### config.mk
export PLATFORM = sky130hd
export DESIGN_NAME = dcsk_modem_gen2
export DESIGN_NICKNAME = d
export VERILOG_FILES = /design/src/rtl/dcsk_modem_gen2.sv
export SDC_FILE = /design/constraint.sdc
export NUM_CORES = 1
export LEC_CHECK = 0
export CAP_MARGIN = 20
export CORE_ASPECT_RATIO = 1.75
export CORE_MARGIN = 1
export CORE_UTILIZATION = 52
export CTS_CLUSTER_SIZE = 20
export DETAILED_ROUTE_END_ITERATION = 16
export PLACE_DENSITY = 0.75
export SYNTH_ARGS = -nofsm -noshare
export SYNTH_HDL_FRONTEND = slang
export SYNTH_SLANG_ARGS = --single-unit
### constraint.sdc
create_clock -name Clk -period 10.6 [get_ports Clk]
set_input_delay 1.06 -clock Clk [delete_from_list [all_inputs] [get_ports Clk]]
set_output_delay 1.06 -clock Clk [all_outputs]
set_load 0.1 [all_outputs]
### src/rtl/dcsk_modem_gen2.sv
// rtl/dcsk_modem_gen2.sv - parametrised DCSK modem core (chaotic-reference transmitter and correlating receiver)

module dcsk_modem_gen2 #(
    parameter int          SAMPLE_W    = 8,
    parameter int          SF_MIN_LOG2 = 3,
    parameter int          SF_SEL_W    = 2,
    parameter logic [15:0] LFSR_SEED   = 16'hACE1,
    parameter int          CORR_W      = 2*SAMPLE_W + SF_MIN_LOG2 + (1 << SF_SEL_W) - 1
) (
    input  logic                       Clk,
    input  logic                       Rst,
    input  logic [SF_SEL_W-1:0]        Spread_Factor_Sel,
    input  logic                       Tx_Bit,
    input  logic                       Tx_Valid,
    output logic                       Tx_Ready,
    output logic signed [SAMPLE_W-1:0] Tx_Chip,
    output logic                       Tx_Chip_Valid,
    input  logic signed [SAMPLE_W-1:0] Rx_Chip,
    input  logic                       Rx_Chip_Valid,
    input  logic                       Rx_Flush,
    output logic                       Rx_Bit,
    output logic                       Rx_Bit_Valid,
    output logic signed [CORR_W-1:0]   Rx_Corr
);

    // Chip index width covers the largest spreading factor; the reference buffer is that deep.
    localparam int IDX_W  = SF_MIN_LOG2 + (1 << SF_SEL_W) - 1;
    localparam int DEPTH  = 1 << IDX_W;
    localparam int PROD_W = 2*SAMPLE_W;

    localparam logic signed [SAMPLE_W-1:0] CHIP_MIN = {1'b1, {(SAMPLE_W-1){1'b0}}};
    localparam logic signed [SAMPLE_W-1:0] CHIP_MAX = {1'b0, {(SAMPLE_W-1){1'b1}}};

    typedef enum logic [1:0] {TX_IDLE, TX_REF, TX_DATA} tx_state_e;
    typedef enum logic       {R_REF, R_DATA}            rx_state_e;

    // One step of the right-shifting Galois chaos generator.
    function automatic logic [15:0] lfsr_step(input logic [15:0] s);
        return {1'b0, s[15:1]} ^ (s[0] ? 16'hB400 : 16'h0000);
    endfunction

    // Index of the last chip in a half-symbol for a given SF select.
    function automatic logic [IDX_W-1:0] last_idx(input logic [SF_SEL_W-1:0] sel);
        logic [IDX_W:0] sf;
        logic [IDX_W:0] m;
        sf = (IDX_W+1)'(1) << (SF_MIN_LOG2 + int'(sel));
        m  = sf - (IDX_W+1)'(1);
        return m[IDX_W-1:0];
    endfunction

    // Negation that maps the most negative chip to the most positive one instead of wrapping.
    function automatic logic signed [SAMPLE_W-1:0] neg_sat(input logic signed [SAMPLE_W-1:0] x);
        if (x == CHIP_MIN) begin
            return CHIP_MAX;
        end
        return -x;
    endfunction

    // ------------------------------------------------------------------
    // Transmitter
    // ------------------------------------------------------------------
    tx_state_e        tx_state_q, tx_state_d;
    logic [IDX_W-1:0] tx_idx_q,   tx_idx_d;
    logic [IDX_W-1:0] tx_last_q,  tx_last_d;
    logic             tx_bit_q,   tx_bit_d;
    logic [15:0]      lfsr_q,     lfsr_d;
    logic [15:0]      replay_q,   replay_d;

    // TX state register; reset abandons any symbol in flight.
    always_ff @(posedge Clk or posedge Rst) begin
        if (Rst) begin
            tx_state_q <= TX_IDLE;
            tx_idx_q   <= '0;
            tx_last_q  <= '0;
            tx_bit_q   <= 1'b0;
            lfsr_q     <= LFSR_SEED;
            replay_q   <= LFSR_SEED;
        end else begin
            tx_state_q <= tx_state_d;
            tx_idx_q   <= tx_idx_d;
            tx_last_q  <= tx_last_d;
            tx_bit_q   <= tx_bit_d;
            lfsr_q     <= lfsr_d;
            replay_q   <= replay_d;
        end
    end

    // TX next state: the main LFSR advances only on reference chips; the replay copy
    // re-walks the same sequence during the data half.
    always_comb begin
        tx_state_d = tx_state_q;
        tx_idx_d   = tx_idx_q;
        tx_last_d  = tx_last_q;
        tx_bit_d   = tx_bit_q;
        lfsr_d     = lfsr_q;
        replay_d   = replay_q;
        case (tx_state_q)
            TX_IDLE: begin
                if (Tx_Valid) begin
                    tx_state_d = TX_REF;
                    tx_bit_d   = Tx_Bit;
                    tx_last_d  = last_idx(Spread_Factor_Sel);
                    tx_idx_d   = '0;
                    replay_d   = lfsr_q;
                end
            end
            TX_REF: begin
                lfsr_d = lfsr_step(lfsr_q);
                if (tx_idx_q == tx_last_q) begin
                    tx_state_d = TX_DATA;
                    tx_idx_d   = '0;
                end else begin
                    tx_idx_d = tx_idx_q + 1'b1;
                end
            end
            TX_DATA: begin
                replay_d = lfsr_step(replay_q);
                if (tx_idx_q == tx_last_q) begin
                    tx_state_d = TX_IDLE;
                    tx_idx_d   = '0;
                end else begin
                    tx_idx_d = tx_idx_q + 1'b1;
                end
            end
            default: begin
                tx_state_d = TX_IDLE;
            end
        endcase
    end

    // TX outputs decoded straight from state so reset silences the chip stream at once.
    always_comb begin
        Tx_Ready      = (tx_state_q == TX_IDLE);
        Tx_Chip_Valid = (tx_state_q != TX_IDLE);
        Tx_Chip       = '0;
        case (tx_state_q)
            TX_REF:  Tx_Chip = lfsr_q[SAMPLE_W-1:0];
            TX_DATA: Tx_Chip = tx_bit_q ? replay_q[SAMPLE_W-1:0] : neg_sat(replay_q[SAMPLE_W-1:0]);
            default: Tx_Chip = '0;
        endcase
    end

    // ------------------------------------------------------------------
    // Receiver
    // ------------------------------------------------------------------
    rx_state_e                 rx_state_q, rx_state_d;
    logic [IDX_W-1:0]          rx_idx_q,   rx_idx_d;
    logic [IDX_W-1:0]          rx_last_q,  rx_last_d;
    logic signed [CORR_W-1:0]  acc_q,      acc_d;
    logic                      rx_bit_q,   rx_bit_d;
    logic                      rx_bitv_q,  rx_bitv_d;
    logic signed [CORR_W-1:0]  corr_q,     corr_d;

    logic                      buf_we;
    logic signed [SAMPLE_W-1:0] ref_buf [DEPTH];
    logic signed [SAMPLE_W-1:0] ref_rd;
    logic signed [PROD_W-1:0]  prod;
    logic signed [CORR_W-1:0]  acc_next;
    logic [IDX_W-1:0]          last_cur;

    assign ref_rd   = ref_buf[rx_idx_q];
    assign prod     = ref_rd * Rx_Chip;
    assign acc_next = ((rx_idx_q == '0) ? '0 : acc_q)
                    + {{(CORR_W-PROD_W){prod[PROD_W-1]}}, prod};

    // Reference chip buffer; contents are only meaningful once rewritten for the current symbol.
    always_ff @(posedge Clk) begin
        if (buf_we) begin
            ref_buf[rx_idx_q] <= Rx_Chip;
        end
    end

    // RX state register.
    always_ff @(posedge Clk or posedge Rst) begin
        if (Rst) begin
            rx_state_q <= R_REF;
            rx_idx_q   <= '0;
            rx_last_q  <= '0;
            acc_q      <= '0;
            rx_bit_q   <= 1'b0;
            rx_bitv_q  <= 1'b0;
            corr_q     <= '0;
        end else begin
            rx_state_q <= rx_state_d;
            rx_idx_q   <= rx_idx_d;
            rx_last_q  <= rx_last_d;
            acc_q      <= acc_d;
            rx_bit_q   <= rx_bit_d;
            rx_bitv_q  <= rx_bitv_d;
            corr_q     <= corr_d;
        end
    end

    // RX next state: only valid chips advance; flush wins over a coincident chip.
    always_comb begin
        rx_state_d = rx_state_q;
        rx_idx_d   = rx_idx_q;
        rx_last_d  = rx_last_q;
        acc_d      = acc_q;
        rx_bit_d   = rx_bit_q;
        rx_bitv_d  = 1'b0;
        corr_d     = corr_q;
        buf_we     = 1'b0;
        last_cur   = (rx_idx_q == '0) ? last_idx(Spread_Factor_Sel) : rx_last_q;
        if (Rx_Flush) begin
            rx_state_d = R_REF;
            rx_idx_d   = '0;
            acc_d      = '0;
        end else if (Rx_Chip_Valid) begin
            case (rx_state_q)
                R_REF: begin
                    buf_we    = 1'b1;
                    rx_last_d = last_cur;
                    if (rx_idx_q == last_cur) begin
                        rx_state_d = R_DATA;
                        rx_idx_d   = '0;
                    end else begin
                        rx_idx_d = rx_idx_q + 1'b1;
                    end
                end
                R_DATA: begin
                    acc_d = acc_next;
                    if (rx_idx_q == rx_last_q) begin
                        rx_state_d = R_REF;
                        rx_idx_d   = '0;
                        rx_bitv_d  = 1'b1;
                        rx_bit_d   = ~acc_next[CORR_W-1];
                        corr_d     = acc_next;
                    end else begin
                        rx_idx_d = rx_idx_q + 1'b1;
                    end
                end
                default: begin
                    rx_state_d = R_REF;
                    rx_idx_d   = '0;
                end
            endcase
        end
    end

    assign Rx_Bit       = rx_bit_q;
    assign Rx_Bit_Valid = rx_bitv_q;
    assign Rx_Corr      = corr_q;

endmodule

==> metrics.cfg, run 1 <==
[status]
status = finished clean

[critical_path]
required_ns = 11.09
start_kind = register
slowest_stage = dfrtp_1
timing_worst_setup_path_type = reg -> reg
slowest_delay_ns = 0.78
crit_arrival_ns = 9.79
reg2reg_depth = 31
cp-end-kind = register
critPathMaxFanout = 22

[hold_path]
min_path_cells = 2
hold_class = reg -> reg

[pwr]
swShare_pct = 37.40
power_leakage_nw = 10.72
seqPwrFrac_pct = 35.4
peakVddDrop_uv = 287.2
pwr_density_cell_mw_per_mm2 = 262.2
power.switching_mw = 2.993
power.internal_mw = 5.010
combinationalPowerShare_pct = 41.9
clkPwrFrac_pct = 22.7

[cells_and_area]
fin_area_mm2 = 0.03052
final_cell_mix = edfxtp_1 (512), a22oi_1 (161), nand2_1 (122)
n_antenna_cell = 0
syn_to_final_growth_pct = 9.808
drive_gt1_share_pct = 9.091
nets = 2135
layout_commonest_cell = edfxtp_1

[die]
initial_core_util_pct = 52.81
die-height_um = 307.9
num_rows = 111
io_pins = 50
die_w_um = 176.8
coreArea_mm2 = 0.05264
die-area_mm2 = 0.05442

[routing]
post_drt_wl_per_cell_um = 25.07
routed_wl_um = 68300
drc = 0
via_count = 17230
final_antenna_net_count = 0
drt_first_pass_iters = 7
vias_per_cell = 6.325
drt-initial-drc-count = 1874

[clocking]
post_cts_buffers = 0
htreeDepth = 2
cts_buffers = 51
cts_buffer_depth = 3
clk-insertion-delay-late_ns = 0.60
cts_resized = 0
clock-sinks = 618
cts_tree = yes
cts-hold-fix-buffers = 0
clk_pin_slew_worst_paths_ns = 0.07
cts_root_buffer = clkbuf_16

[synthesis]
synth_area_mm2 = 0.02780
netlist_instances = 1974
synth_edf_count = 512
syn_area_per_cell_um2 = 14.08
synth-seq-cells = 618
synth.distinct_cells = 82
synth_area_leaders = edfxtp_1 (55%), dfrtp_1 (8.1%), a22oi_1 (4.3%)
ys_seq_area_share_pct = 64.92
netlist.area_leader.share_pct = 55.31
yosys_warnings = 0
synthArstFlopShare_pct = 17.15
synthFlopType = edfxtp_1
synth_largest_area_cell = edfxtp_1

[place]
gp_congestion = 0.9321
dpl.hpwl_um = 44070
io_buffers = 49
place_area_mm2 = 0.02890

[sta]
tightest_slew_ns = 1.057
rsz0062_at_grt = false
slew_headroom_pct = 29.29
setup_viol = 0
clock_skew_ns = 0.02002
maxSlewViolCount = 0
min_period_over_period_pct = 87.73
finalCriticalPeriod_ns = 9.299
finalHoldViolCount = 0
fin_tns_setup_ns = 0
max_clock_freq_ghz = 0.1075

[global_route]
grt_pass1_vias = 17600
grt_first_pass_wirelength_um = 103100
grt_max_degree = 73
antenna_found_initial = 0
grt_overflow = 0
globalRouteTotalUtil_pct = 25.48

[run]
drv_cap = 0

-- registers in the layout, summed over array words and instances, names as in the netlist --
name,flops
Rx_Corr,22
tx_last_q,6
rx_state_q,1
lfsr_q,16
tx_idx_q,6
replay_q,16
rx_last_q,6
tx_state_q,2
ref_buf,512
Rx_Bit_Valid,1
acc_q,22
Rx_Bit,1
rx_idx_q,6
tx_bit_q,1
-- metrics by stage --
| step | hold slack [ns] | cells | total power, mW | utilization, % | worst slack (ns) |
|---|---|---|---|---|---|
| global placement | 0.4572 | 2627 | 6.073 | 54.91 | 1.437 |
| floorplan | 0.4418 | 1975 | 5.502 | - | 2.751 |
| finish | 0.4720 | 2724 | 8.003 | 57.99 | 1.301 |
| global route | 0.5026 | 2724 | 8.452 | 57.99 | 0.7787 |
| detailed placement | 0.4614 | 2627 | 6.202 | 54.91 | 1.305 |
| CTS | 0.4779 | 2721 | 7.999 | 57.91 | 1.276 |
-- cells by family (layout without fill, tap and decap cells) --
logic type	Yosys count	in the layout	share of synthesized area (%)
AOI/OAI and AO/OA	491	491	12.59
xor gates and xnor gates	59	59	2.016
adders and majority gates	114	114	6.644
buffers and inverters	224	295	3.389
DFF	618	618	64.92
muxes	52	52	3.079
other	1	2	0.01349
and+or+nand+nor	415	415	7.341
-- worst max-delay path, delay by kind of cell, from the launching register on --
kind / cells / cell delay (ns)
mux: 2 / 0.38
fa+ha+maj: 6 / 2.61
simple gates: 7 / 2.06
compound gates: 10 / 2.29
buf+inv: 5 / 0.87
flops: 1 / 0.78
xor+xnor: 1 / 0.17
-- cell type report --
| type | count | area [µm²] |
|---|---|---|
| Timing Repair Buffer | 82 | 753.2 |
| Clock inverter | 32 | 232.7 |
| Tap cell | 678 | 848.3 |
| Inverter | 119 | 449.2 |
| Fill cell | 3995 | 22110 |
| Clock buffer | 62 | 1349 |
| Multi-Input combinational cell | 1133 | 8845 |
| Sequential cell | 618 | 18050 |
-- Yosys cell counts, types with 14 or more instances --
cell and count:
dfrtp_1 90, nor2_1 101, buf_2 29, and2_1 30, xor2_1 17, mux2_2 16
a31oi_1 36, nand2b_1 19, o21ai_0 74, nor2b_1 44, dfstp_2 16, nand2_1 122
xnor2_1 38, mux4_1 14, inv_1 114, a22o_1 45, a21oi_1 53, clkbuf_1 53
fa_1 56, a22oi_1 161, nand4_1 17, edfxtp_1 512, mux2i_1 15, nor3_1 14
nand3_1 15, a221oi_1 33, ha_1 58
-- worst paths after layout --
kind                       slack, ns                    start                       to
min reg2reg                     0.47   Rx_Corr[9]$_DFFE_PP0P_   Rx_Corr[9]$_DFFE_PP0P_
max reg2reg                     1.30  rx_idx_q[0]$_DFFE_PP0P_  Rx_Corr[18]$_DFFE_PP0P_
max                             1.30  rx_idx_q[0]$_DFFE_PP0P_  Rx_Corr[18]$_DFFE_PP0P_
min                             0.47   Rx_Corr[9]$_DFFE_PP0P_   Rx_Corr[9]$_DFFE_PP0P_
min in group asynchronous       0.92                      Rst  tx_idx_q[0]$_DFFE_PP0P_
max in group asynchronous       8.56                      Rst  Rx_Corr[16]$_DFFE_PP0P_
-- power by group through the flow --
| stage | registers (mW) | logic, mW | clock network, mW |
|---|---|---|---|
| after global routing | 2.85 | 3.69 | 1.91 |
| final | 2.83 | 3.36 | 1.81 |
| after detailed placement | 2.89 | 3.32 | 0 |
| after global placement | 2.88 | 3.19 | 0 |
| after CTS | 2.83 | 3.34 | 1.83 |
| after floorplan | 2.89 | 2.61 | 0 |
-- per-layer routing --
metal,share of wire [%],GRT usage (%),routed length (µm)
met1,34,27.60,23140
met2,53,46.12,36000
met3,6.4,3.205,4359
met4,7.0,16.90,4808
met5,0,0,0
No activity file was read; power rests on OpenSTA's default activity.
==> run 2: changes to the inputs <==
--- a/config.mk
+++ b/config.mk
@@ -9,6 +9,7 @@
 export CORE_ASPECT_RATIO = 1.75
 export CORE_MARGIN = 1
 export CORE_UTILIZATION = 52
+export CTS_CLUSTER_DIAMETER = 30
 export CTS_CLUSTER_SIZE = 20
 export DETAILED_ROUTE_END_ITERATION = 16
 export PLACE_DENSITY = 0.75
==> constraint.sdc (replaced) <==
create_clock -name Clk -period 9.9 [get_ports Clk]
set_input_delay 0.99 -clock Clk [delete_from_list [all_inputs] [get_ports Clk]]
set_output_delay 0.99 -clock Clk [all_outputs]
set_load 0.1 [all_outputs]
==> run 2 against run 1 <==
- power up 15%
- utilization grew 1.6 points
- fmax shrank 1.5%
- critical path depth rose by 1
==> metrics.cfg, run 2 (synthesis gave the netlist of run 1 again) <==
[die]
die_w_um = 176.8
initial_core_util_pct = 52.81
coreArea_mm2 = 0.05264
die-area_mm2 = 0.05442
io_pins = 50
die-height_um = 307.9
num_rows = 111

[cells_and_area]
multiInputGateArea_mm2 = 0.008848
nets = 2155
fill_cells = 3850
fin_cells = 2757
fin_area_mm2 = 0.03137
largest_register_ffs = 512
n_antenna_cell = 0
seqCellArea_mm2 = 0.01805
layout_commonest_cell = edfxtp_1
syn_to_final_growth_pct = 12.84
top_register = ref_buf
final_cell_mix = edfxtp_1 (512), a22oi_1 (161), nand2_1 (122)
drive_gt1_share_pct = 11.16
final_util_pct = 59.59

[place]
dp.cells = 2631
post-place-ws_ns = 0.6252
io_buffers = 49
place_area_mm2 = 0.02897
dpl.hpwl_um = 43900
gp_congestion = 0.8871

[critical_path]
crit_arrival_ns = 9.95
slowest_stage = dfrtp_1
required_ns = 10.41
cp-end-kind = register
critPathMaxFanout = 26
start_kind = register
timing_worst_setup_path_type = reg -> reg
slowest_delay_ns = 0.74

[sta]
finalHoldViolCount = 0
tightest_slew_ns = 1.082
rsz0062_at_grt = false
slew_headroom_pct = 27.61
fin_ws_ns = 0.4618
setup_viol = 0
min_period_over_period_pct = 95.34
fin_tns_setup_ns = 0
clock_skew_ns = 0.03347
hold_ws_ns = 0.4712
maxSlewViolCount = 0
max_clock_freq_ghz = 0.1060
finalCriticalPeriod_ns = 9.438

[pwr]
power_leakage_nw = 11.14
p_total_mw = 9.242
peakVddDrop_uv = 297.0
pwr_density_cell_mw_per_mm2 = 294.6

[global_route]
antenna_found_initial = 2
grt_first_pass_wirelength_um = 103400
grt_pass1_vias = 17840
grt_overflow = 0
grt_max_degree = 73
globalRouteTotalUtil_pct = 25.67

[clocking]
clk-insertion-delay-late_ns = 0.63
cts_buffers = 68
cts_root_buffer = clkbuf_16
cts_buffer_depth = 3
post_cts_buffers = 0
cts_tree = yes
clk_pin_slew_worst_paths_ns = 0.06
clock-sinks = 618
htreeDepth = 3

[routing]
drc = 0
drt_first_pass_iters = 5
drt-initial-drc-count = 1912
final_antenna_net_count = 0
post_drt_wl_per_cell_um = 24.88
routed_wl_um = 68610
via_count = 17440
vias_per_cell = 6.326

[status]
status = finished clean

[hold_path]
hold_class = reg -> reg

[run]
drv_cap = 0

[run 2: area by class of cell]
class | instances | area share, %
sequential | 618 | 57.54
multi-input combinational | 1133 | 28.21
clock buffer | 72 | 5.609
tap | 678 | 2.705
timing repair buffer | 85 | 2.601
clock inverter | 52 | 1.903
inverter | 119 | 1.432
[run 2: path summary, 6_finish.rpt]
kind | cells after the start | slack (ns) | start | to
worst max-delay path | 32 | 0.46 | rx_idx_q[0]$_DFFE_PP0P_ | acc_q[20]$_DFFE_PP0P_
worst max register to register | 32 | 0.46 | rx_idx_q[0]$_DFFE_PP0P_ | acc_q[20]$_DFFE_PP0P_
worst min-delay path | 2 | 0.47 | acc_q[8]$_DFFE_PP0P_ | acc_q[8]$_DFFE_PP0P_
max in group asynchronous | 3 | 7.93 | Rst | rx_idx_q[1]$_DFFE_PP0P_
worst min register to register | 2 | 0.47 | acc_q[8]$_DFFE_PP0P_ | acc_q[8]$_DFFE_PP0P_
min in group asynchronous | 2 | 0.83 | Rst | Rx_Corr[0]$_DFFE_PP0P_
[run 2: worst max-delay path, delay by kind of cell, from the launching register on]
kind,cells,cell delay [ns]
compound gates,15,3.23
fa+ha+maj,6,2.59
simple gates,6,2.10
flops,1,0.74
buf+inv,4,0.53
mux,1,0.12
[run 2: per-layer routing]
layer	up-vias	GRT usage (%)	wire, µm
li1	7596	-	-
met1	8690	27.60	23030
met2	919	46.25	36430
met3	233	3.834	4671
met4	2	16.96	4465
met5	-	0	14
[run 2: report_power, final]
part	switching (mW)	internal, mW
clock network	1.14	1.48
logic	2.18	1.40
registers	0.0978	2.94
[run 2: repair_timing]
item | CTS | global route
gates resized for setup | 0 | 1
hold buffers | 0 | 0
endpoints found under the hold margin | 0 | 0
endpoints found under the setup margin | 0 | 2
==> run 3: changes to the inputs <==
--- a/config.mk
+++ b/config.mk
@@ -16,3 +16,4 @@
 export SYNTH_ARGS = -nofsm -noshare
 export SYNTH_HDL_FRONTEND = slang
 export SYNTH_SLANG_ARGS = --single-unit
+export TNS_END_PERCENT = 100
==> results of run 3 <==
Final layout, timing and power as in run 2 (identical DEF).
